===== config.mk =====
export PLATFORM = sky130hd
export DESIGN_NAME = andla_fme0_om_writer
export DESIGN_NICKNAME = d
export VERILOG_FILES = /design/src/rtl/andla_fme0_om_writer_pkg.sv /design/src/rtl/andla_fme0_om_addr_gen.sv /design/src/rtl/andla_fme0_om_writer.sv
export SDC_FILE = /design/constraint.sdc
export NUM_CORES = 1
export LEC_CHECK = 0
export BUFFER_PORTS_ARGS = -buffer_cell sky130_fd_sc_hd__buf_4
export CORE_AREA = 2 2 156 158
export DETAILED_ROUTE_END_ITERATION = 16
export DIE_AREA = 0 0 158 160
export HOLD_SLACK_MARGIN = 0.05
export MAX_ROUTING_LAYER = met4
export PLACE_DENSITY = 0.73
export SETUP_SLACK_MARGIN = 0.05
export SLEW_MARGIN = 40
export SYNTH_ARGS = -nofsm -noshare
export SYNTH_HDL_FRONTEND = slang
export SYNTH_SLANG_ARGS = --single-unit
export TNS_END_PERCENT = 100

===== constraint.sdc =====
create_clock -name clk -period 4.75 [get_ports clk]
set_clock_uncertainty 0.2 [all_clocks]
set_input_delay 0.95 -clock clk [delete_from_list [all_inputs] [get_ports clk]]
set_output_delay 0.95 -clock clk [all_outputs]
set_load 0.05 [all_outputs]

===== src/rtl/andla_fme0_om_writer_pkg.sv =====
// Shared constants and FSM encoding for the FME0 output-map writer.
package andla_fme0_om_writer_pkg;

  localparam int unsigned FME0_OM_ADDR_INIT_BITWIDTH = 16;
  localparam int unsigned FME0_OM_OW_BITWIDTH        = 16;
  localparam int unsigned FME0_OM_OH_BITWIDTH        = 16;
  localparam int unsigned FME0_OM_OC_BITWIDTH        = 16;
  localparam int unsigned FME0_OM_DATA_BITWIDTH      = 64;
  localparam int unsigned FME0_OM_LANES              = 8;

  typedef enum logic {
    OM_IDLE = 1'b0,
    OM_RUN  = 1'b1
  } om_state_e;

endpackage


===== src/rtl/andla_fme0_om_addr_gen.sv =====
// Output-map address generator: ocg/ow/oh counters with incremental row addressing.
module andla_fme0_om_addr_gen
  import andla_fme0_om_writer_pkg::*;
#(
  parameter int unsigned ADDR_W = FME0_OM_ADDR_INIT_BITWIDTH,
  parameter int unsigned DIM_W  = FME0_OM_OW_BITWIDTH,
  parameter int unsigned LANES  = FME0_OM_LANES
) (
  input  logic              clk,
  input  logic              rst_n,
  input  logic              init,
  input  logic              advance,
  input  logic [DIM_W-1:0]  ow,
  input  logic [DIM_W-1:0]  oh,
  input  logic [DIM_W-1:0]  oc,
  input  logic [ADDR_W-1:0] addr_init,
  input  logic [ADDR_W-1:0] align,
  output logic [ADDR_W-1:0] addr,
  output logic              last
);

  localparam int unsigned   LANE_SH  = (LANES > 1) ? $clog2(LANES) : 0;
  localparam logic [DIM_W:0] LANE_RND = (DIM_W+1)'(LANES - 1);
  localparam logic [DIM_W:0] ONE_C    = (DIM_W+1)'(1);
  localparam logic [DIM_W-1:0] ONE_D  = DIM_W'(1);
  localparam logic [ADDR_W-1:0] ONE_A = ADDR_W'(1);

  logic [DIM_W-1:0]  ow_r, oh_r, ow_idx, oh_idx;
  logic [DIM_W:0]    ocg_r, ocg_idx, ocg_calc;
  logic [ADDR_W-1:0] align_r, row_base, cur_addr;
  logic              ocg_end, ow_end, oh_end;

  assign ocg_calc = ({1'b0, oc} + LANE_RND) >> LANE_SH;
  assign ocg_end  = (ocg_idx == ocg_r - ONE_C);
  assign ow_end   = (ow_idx == ow_r - ONE_D);
  assign oh_end   = (oh_idx == oh_r - ONE_D);
  assign addr     = cur_addr;
  assign last     = ocg_end & ow_end & oh_end;

  // Within a row ow_idx*ocg + ocg_idx is linear, so cur_addr simply counts;
  // only the row boundary needs the pitch added to row_base.
  always_ff @(posedge clk) begin
    if (!rst_n) begin
      ow_r     <= '0;
      oh_r     <= '0;
      ocg_r    <= '0;
      align_r  <= '0;
      row_base <= '0;
      cur_addr <= '0;
      ocg_idx  <= '0;
      ow_idx   <= '0;
      oh_idx   <= '0;
    end else if (init) begin
      ow_r     <= ow;
      oh_r     <= oh;
      ocg_r    <= ocg_calc;
      align_r  <= align;
      row_base <= addr_init;
      cur_addr <= addr_init;
      ocg_idx  <= '0;
      ow_idx   <= '0;
      oh_idx   <= '0;
    end else if (advance) begin
      if (!ocg_end) begin
        ocg_idx  <= ocg_idx + ONE_C;
        cur_addr <= cur_addr + ONE_A;
      end else begin
        ocg_idx <= '0;
        if (!ow_end) begin
          ow_idx   <= ow_idx + ONE_D;
          cur_addr <= cur_addr + ONE_A;
        end else begin
          ow_idx   <= '0;
          oh_idx   <= oh_end ? '0 : oh_idx + ONE_D;
          row_base <= row_base + align_r;
          cur_addr <= row_base + align_r;
        end
      end
    end
  end

endmodule


===== src/rtl/andla_fme0_om_writer.sv =====
// FME0 output-map write-back: job FSM, beat handshake and registered SRAM write.
module andla_fme0_om_writer
  import andla_fme0_om_writer_pkg::*;
#(
  parameter int unsigned ADDR_W = FME0_OM_ADDR_INIT_BITWIDTH,
  parameter int unsigned DIM_W  = FME0_OM_OW_BITWIDTH,
  parameter int unsigned DATA_W = FME0_OM_DATA_BITWIDTH,
  parameter int unsigned LANES  = FME0_OM_LANES
) (
  input  logic              clk,
  input  logic              rst_n,
  input  logic              start,
  input  logic              abort,
  input  logic [DIM_W-1:0]  rf_fme0_om_ow,
  input  logic [DIM_W-1:0]  rf_fme0_om_oh,
  input  logic [DIM_W-1:0]  rf_fme0_om_oc,
  input  logic [ADDR_W-1:0] rf_fme0_om_addr_init,
  input  logic [ADDR_W-1:0] rf_fme0_om_alignment_ocow,
  input  logic              in_valid,
  input  logic [DATA_W-1:0] in_data,
  output logic              in_ready,
  output logic              om_we,
  output logic [ADDR_W-1:0] om_addr,
  output logic [DATA_W-1:0] om_wdata,
  output logic              busy,
  output logic              done,
  output logic              except_trigger
);

  om_state_e         state, state_next;
  logic              accept, cfg_bad, init, bad, last;
  logic [ADDR_W-1:0] gen_addr;

  assign in_ready = (state == OM_RUN);
  assign busy     = (state == OM_RUN);
  assign accept   = in_valid & in_ready;
  assign init     = (state == OM_IDLE) & start;
  assign cfg_bad  = (rf_fme0_om_ow == '0) | (rf_fme0_om_oh == '0) | (rf_fme0_om_oc == '0);

  always_comb begin
    state_next = state;
    bad        = 1'b0;
    case (state)
      OM_IDLE: begin
        if (start) begin
          if (cfg_bad) bad = 1'b1;
          else         state_next = OM_RUN;
        end
      end
      OM_RUN: begin
        if (abort || (accept && last)) state_next = OM_IDLE;
      end
      default: state_next = OM_IDLE;
    endcase
  end

  always_ff @(posedge clk) begin
    if (!rst_n) begin
      state          <= OM_IDLE;
      om_we          <= 1'b0;
      om_addr        <= '0;
      om_wdata       <= '0;
      done           <= 1'b0;
      except_trigger <= 1'b0;
    end else begin
      state          <= state_next;
      om_we          <= accept;
      done           <= accept & last & ~abort;
      except_trigger <= bad;
      if (accept) begin
        om_addr  <= gen_addr;
        om_wdata <= in_data;
      end
    end
  end

  andla_fme0_om_addr_gen #(
    .ADDR_W (ADDR_W),
    .DIM_W  (DIM_W),
    .LANES  (LANES)
  ) u_addr_gen (
    .clk       (clk),
    .rst_n     (rst_n),
    .init      (init),
    .advance   (accept),
    .ow        (rf_fme0_om_ow),
    .oh        (rf_fme0_om_oh),
    .oc        (rf_fme0_om_oc),
    .addr_init (rf_fme0_om_addr_init),
    .align     (rf_fme0_om_alignment_ocow),
    .addr      (gen_addr),
    .last      (last)
  );

endmodule


==> impl_results.md, run 1 <==
- Fin crit share: 89.6%
- Vias in the first global route: 10582
- Largest net degree at the start of global routing: 95
- Setup Fix Bufs, Post-CTS: 0
- Worst Path Required: 5.01 ns
- Final count of hold timing violations: 0
- Type of the worst min-delay path: register to register
- Die Area: 25300 µm²
- Fill count: 2197
- Area of the multi-input gates: 6660 µm²
- Antenna Nets Post-Route: 0
- RePlAce Congestion: 0.863
- Core Util, Final: 60.6%
- Max Freq: 235 MHz
- Initial Utilization: 48.9%
- Status: completed
- Max Cap Viol: 0
- Worst hold slack: 0.253 ns
- Reg2reg end: u_addr_gen.oh_idx[7]
- Slew HR: 45.0%
- CTS tree: done
- Slew at the pin with the worst max-slew slack: 0.818 ns
- Hold_sp: om_wdata[35]
- Die Ht: 160 µm
- Final setup violating endpoints: 0
- Post-synth ARST share: 0%
- Sequential fraction of the synthesis area: 39.0%
- Initial DRC count: 692
- Crit. End Element: register
- I/O pin count: 234
- CP startpoint kind: register
- Library cells used by synthesis: 72
- Pwr per Cell Area: 338 nW/µm²
- Vias per Instance: 5.63
- Via count: 11365
- Register Area: 4540 µm²
- PortBufs: 233
- CP max-delay cell: nor4b_2
- Post-synth EDFFs: 0
- Hold_buf cts: 0
- Crit path to: u_addr_gen.oh_idx[7]
- Synth Register Bits: 227
- Cells on worst reg2reg path: 11
- Crit Path Max Fanout: 44
- Area Overhead vs Synth: 23.9%
- Initial antenna violation count: 0
- R2R Path Start: u_addr_gen.ocg_r[0]
- Crit path time final: 4.26 ns
- WL per Instance: 16.5 µm
- Crit path launch: u_addr_gen.ocg_r[0]
- Clock Tree Buf Depth: 3
- RSZ-0062 raised after global routing: no
- Drt first pass iters: 7
- Worst slack, placed: 0.529 ns
- Number of gates resized after cts: 0
- Final Non-Filler Cells: 2020
- Final WS setup: 0.492 ns
- Number of diodes: 0
- DP HPWL: 23800 µm
- Syn_nets: 1667
- Cell area after synthesis: 11600 µm²
- Die Wd: 158 µm
- DR DRC count: 0
- Top FF cell, synth: dfxtp_1
- Post-Synthesis Cells: 1495
- CTS H-tree lvls: 1
- Core region area: 23800 µm²
- Worst Path Arrival: 4.52 ns
- Setup TNS: 0 ns
- GRT overflow: 0
- Total clock sinks: 227
- R2R setup slack: 0.49 ns
- Worst vdd ir: 0.233 mV
- Slew Limit Fails: 0
- Cells along the critical path: inv_1, ha_1, nor4b_2, a31oi_1, a221oi_1, nor3_1, a2111o_1, or4b_1, buf_4, or4_1, a21oi_1
- Synth Warn #: 0
- First-pass GRT wire length: 53000 µm
- Slowest stage delay, CP: 0.60 ns
- WL final: 33400 µm
- Reg clk slew, reported paths: 0.06 ns
- # rows: 57
- Total GRT Usage: 26.3%
- Cells after DPL: 1972
- Final net count: 1848
- Worst Path Class, Setup: register to register
- TritonCTS buffer count: 26
- Mapped Avg Cell Area: 7.79 µm²
- Pleak: 5.59 nW
- Share of cells above drive strength 1: 18.5%
- Insertion delay to the later sink of the worst-skew pair: 0.54 ns
- Root buf cell: clkbuf_16
## cells in the mapped netlist, types with 5 or more instances
| cell | count | share of area, % |
|---|---|---|
| nand2_1 | 333 | 11 |
| clkbuf_1 | 77 | 2.5 |
| a31oi_1 | 20 | 1.1 |
| buf_2 | 6 | 0.26 |
| ha_1 | 22 | 2.4 |
| buf_1 | 8 | 0.26 |
| mux2i_1 | 17 | 1.5 |
| or4_1 | 18 | 1.2 |
| a22oi_1 | 15 | 0.97 |
| and4_1 | 8 | 0.60 |
| nor4_1 | 25 | 1.3 |
| or3_1 | 15 | 0.81 |
| nand4_1 | 24 | 1.3 |
| nand4b_1 | 5 | 0.38 |
| or2_2 | 5 | 0.27 |
| o21ai_0 | 39 | 1.7 |
| nor2_1 | 78 | 2.5 |
| o21a_1 | 9 | 0.58 |
| and2_1 | 5 | 0.27 |
| a211oi_1 | 14 | 0.90 |
| and3_1 | 6 | 0.32 |
| o31ai_1 | 16 | 1.0 |
| o211ai_1 | 5 | 0.32 |
| xor2_1 | 50 | 3.8 |
| nor2b_1 | 5 | 0.27 |
| inv_1 | 26 | 0.84 |
| nand3_1 | 56 | 2.4 |
| xnor2_1 | 68 | 5.1 |
| dfxtp_1 | 227 | 39 |
| nor3_1 | 40 | 1.7 |
| a21oi_1 | 168 | 7.2 |
| nand2b_1 | 5 | 0.27 |
| o22ai_1 | 14 | 0.75 |
## state kept, by name (all words and copies together), names as in the netlist, 16 cells and up
name / count
om_addr: 16
om_wdata: 64
u_addr_gen.addr: 16
u_addr_gen.align_r: 16
u_addr_gen.ocg_idx: 17
u_addr_gen.oh_idx: 16
u_addr_gen.oh_r: 16
u_addr_gen.ow_idx: 16
u_addr_gen.ow_r: 16
u_addr_gen.row_base: 16
## placed cells by master (no fill, tap or decap), types with 16 or more instances in the layout
master	instances
mux2i_1	17
a21oi_1	168
nand4_1	24
nand3_1	56
nor3_1	39
xor2_1	50
buf_4	244
or4_1	18
dfxtp_1	227
nand2_1	332
inv_1	25
nor4_1	25
ha_1	22
a31oi_1	20
o31ai_1	16
nor2_1	78
o21ai_0	39
clkbuf_16	26
xnor2_1	68
## report_power, final
group	internal, W	total [W]	switching, W
clock	0.00115	0.00198	0.000823
combinational	0.000340	0.000832	0.000491
sequential	0.00199	0.00208	0.0000897
total	0.00348	0.00488	0.00140
## how the worst min path moves through the flow
stage	endpoint	slack, ns	cells past startpoint
after floorplan	u_addr_gen.align_r[0]	0.24	2
after global placement	om_wdata[42]	0.24	2
after detailed placement	om_wdata[47]	0.25	2
after CTS	om_wdata[47]	0.26	2
after global routing	om_wdata[35]	0.27	2
final	om_wdata[35]	0.25	2
## critical path: cells and delay by family, from the launching register on
family | cells | cell delay, ns
adder cells (fa/ha/maj) | 1 | 0.29
AO/OA/AOI/OAI | 4 | 1.11
flip-flops | 1 | 0.36
buffers and inverters | 2 | 0.36
AND/OR/NAND/NOR | 4 | 1.84
## cell type report
type | count | area share, %
Timing Repair Buffer | 247 | 13.0
Clock buffer | 39 | 5.19
Tap cell | 324 | 2.81
Multi-Input combinational cell | 1148 | 46.1
Clock inverter | 9 | 0.702
Sequential cell | 227 | 31.5
Inverter | 26 | 0.711
## per-layer routing
metal | vias to the layer above | track usage [%] | routed length [µm] | part of all wire, %
li1 | 5633 | - | - | -
met1 | 5300 | 34.7 | 14700 | 44
met2 | 374 | 41.9 | 15600 | 47
met3 | 58 | 4.61 | 2260 | 6.8
met4 | 0 | 6.35 | 799 | 2.4
met5 | - | - | 0 | 0
## per-stage QoR
| step | cell area, µm² | power, W |
|---|---|---|
| detailed placement | 13600 | 0.00294 |
| finish | 14400 | 0.00488 |
| global placement | 13600 | 0.00292 |
| floorplan | 11600 | 0.00265 |
| global route | 14400 | 0.00508 |
| CTS | 14400 | 0.00491 |
## logic make-up after synthesis
family          after synthesis  share of synthesized area (%)
compound gates              340                           17.7
fa+ha+maj                    23                           2.53
buf+inv                     120                           4.06
mux                          18                           1.56
flops                       227                           39.0
simple gates                649                           26.3
xor+xnor                    118                           8.87
(Power assumes the default switching activity.)
==> inputs of run 2 (changes only) <==
Settings changed: GPL_ROUTABILITY_DRIVEN set to 0, RECOVER_POWER set to 50.
==> run 2 against run 1 <==
  * The run now ends with max-capacitance violations, max-slew violations left
  * Setup slack worse by 0.011 ns
  * Utilization fell by 0.11 points
  * Die area did not move
  * Sequential power about the same
  * Combinational power fell by 0.6%
  * Via count grew 1.4%
  * Final cell count decreased by 0.15%
  * Highest routed layer unchanged
==> impl_results.md, run 2 (same netlist as run 1, synthesis figures left out) <==
- Total clock sinks: 227 (unchanged)
- Vias in the first global route: 10538 (-0.42%)
- Worst Hold Path Cells: 2 (unchanged)
- Initial DRC count: 822 (+19%)
- Worst Path Class, Setup: register to register
- Die Ht: 160 µm (unchanged)
- GRT overflow: 0 (unchanged)
- Crit path time final: 4.27 ns (+0.0113 ns)
- Worst vdd ir: 0.265 mV (+13%)
- Most flops, register: om_wdata
- WL final: 33800 µm (+1.1%)
- Final setup violating endpoints: 0 (unchanged)
- Final Power: 0.00509 W (+4.1%)
- Via count: 11519 (+1.4%)
- Min-Delay Endpoint: om_wdata[48]
- R2R Path Start: u_addr_gen.ocg_r[0]
- Share of cells above drive strength 1: 17.4% (-1.0 points)
- Most frequent cells in the layout: nand2_1, dfxtp_1, buf_4
- Die Area: 25300 µm² (unchanged)
- Root buf cell: clkbuf_16
- Number of diodes: 0 (unchanged)
- Comb pwr share: 16.3% (-0.7 points)
- # rows: 57 (unchanged)
- I/O pin count: 234 (unchanged)
- DP HPWL: 23700 µm (-0.59%)
- Initial Utilization: 48.9% (unchanged)
- Status: finished, violations left
- Final net count: 1846 (-0.11%)
- Hold_buf cts: 0 (unchanged)
- Slowest stage delay, CP: 1.03 ns (+0.43 ns)
- Crit. End Element: register
- TritonCTS buffer count: 25 (-3.8%)
- Cells along the critical path: inv_1, ha_1, nor4b_2, a31oi_1, a221oi_1, nor3_1, a2111o_1, or4b_2, and2_1, o32ai_1
- Type of the worst min-delay path: register to register
- Vias per Instance: 5.71 (+1.5%)
- Area Overhead vs Synth: 23.7%
- Worst Path Arrival: 4.52 ns (about the same)
- Pleak: 5.52 nW (-1.2%)
- Biggest registers after layout: om_wdata x64, u_addr_gen.ocg_idx x17
- Final count of hold timing violations: 0 (unchanged)
- DR DRC count: 0 (unchanged)
- Setup TNS: 0 ns (unchanged)
- Slew at the pin with the worst max-slew slack: 1.95 ns (+1.13 ns)
- Antenna Nets Post-Route: 0 (unchanged)
- P_sw: 0.00143 W (+1.8%)
- Max reg flops: 64 (unchanged)
- Die Wd: 158 µm (unchanged)
- CTS tree: done
- Int Power: 0.00366 W (+5.1%)
- Pwr per Cell Area: 353 nW/µm² (+4.3%)
- Number of gates resized after cts: 0 (unchanged)
- Reg2reg end: u_addr_gen.addr[0]
- Cells on worst reg2reg path: 10 (-1)
- RSZ-0062 raised after global routing: no
- Slew Limit Fails: 182 (+182)
- Hold_sp: om_wdata[48]
- Worst Path Required: 5.00 ns (about the same)
- Crit Path Max Fanout: 20 (-55%)
- WL per Instance: 16.7 µm (+1.3%)
- PortBufs: 233 (unchanged)
- Core region area: 23800 µm² (unchanged)
- Clock Tree Buf Depth: 3 (unchanged)
- Clk pwr share: 42.9% (+2.4 points)
- Slew HR: -29.8% (-75 points)
- Commonest non-fill, non-tap cell in the layout: nand2_1
- Crit path launch: u_addr_gen.ocg_r[0]
- Fin crit share: 89.9% (+0.24 points)
- Core Util, Final: 60.5% (-0.11 points)
- R2R setup slack: 0.48 ns (about the same)
- Max Cap Viol: 2 (+2)
- Insertion delay to the later sink of the worst-skew pair: 0.55 ns (about the same)
- Largest net degree at the start of global routing: 95 (unchanged)
- Total GRT Usage: 26.4% (+0.093 points)
- Initial antenna violation count: 0 (unchanged)
- CP startpoint kind: register
- CTS H-tree lvls: 1 (unchanged)
- Failing checks: max-capacitance violations, max-slew violations
- Reg clk slew, reported paths: 0.06 ns (about the same)
- Max Freq: 234 MHz (-0.27%)
- Setup Fix Bufs, Post-CTS: 0 (unchanged)
- CP max-delay cell: or4b_2
- Switching share of power: 28.1% (-0.65 points)
- Drt first pass iters: 8 (+1)
- First-pass GRT wire length: 53200 µm (+0.45%)
- Flop pwr share: 40.8% (-1.7 points)
==> run 2: power by group through the flow <==
stage	Sequential, W	Combinational [W]	Clock [W]
floorplan	0.00216	0.000489	0
global placement	0.00211	0.000803	0
detailed placement	0.00211	0.000822	0
CTS	0.00207	0.000826	0.00221
global route	0.00209	0.000900	0.00228
finish	0.00208	0.000827	0.00218
==> run 2: worst max path at each step <==
| stage | end | slack [ns] | depth (start not counted) |
|---|---|---|---|
| finish | u_addr_gen.addr[0] | 0.48 | 10 |
| global route | u_addr_gen.ow_idx[0] | 0.14 | 11 |
| CTS | u_addr_gen.addr[0] | 0.53 | 10 |
| detailed placement | u_addr_gen.addr[0] | 0.54 | 10 |
| global placement | u_addr_gen.addr[0] | 0.57 | 10 |
| floorplan | u_addr_gen.oh_idx[14] | 1.03 | 12 |
==> run 2: stage by stage <==
| step | hold WS (ns) | cells | worst slack [ns] | cell area [µm²] |
|---|---|---|---|---|
| floorplan | 0.240 | 1495 | 1.03 | 11600 |
| global placement | 0.242 | 1970 | 0.574 | 13500 |
| detailed placement | 0.249 | 1971 | 0.544 | 13600 |
| CTS | 0.258 | 2017 | 0.533 | 14500 |
| global route | 0.269 | 2017 | 0.139 | 14400 |
| finish | 0.254 | 2017 | 0.481 | 14400 |
==> run 2: layer usage <==
layer	GRT usage, %	vias up	wire [µm]
met3	4.26	60	2220
met5	-	-	0
li1	-	5620	-
met1	34.3	5452	14800
met2	42.8	387	16000
met4	6.51	0	757
==> run 2: area by class of cell <==
type	instances	area (µm²)
fillers	2230	9410
multi-input cells	1148	6660
flip-flops and latches	227	4540
repair buffers	246	1780
clock buffers	29	661
well taps	324	405
clock inverters	17	264
inverters	26	103
==> run 2: critical path: cells and delay by family (launching register included) <==
family                   cells  cell delay (ns)
buffers and inverters        1             0.10
adder cells (fa/ha/maj)      1             0.27
flip-flops                   1             0.37
AO/OA/AOI/OAI                4             1.23
AND/OR/NAND/NOR              4             1.99
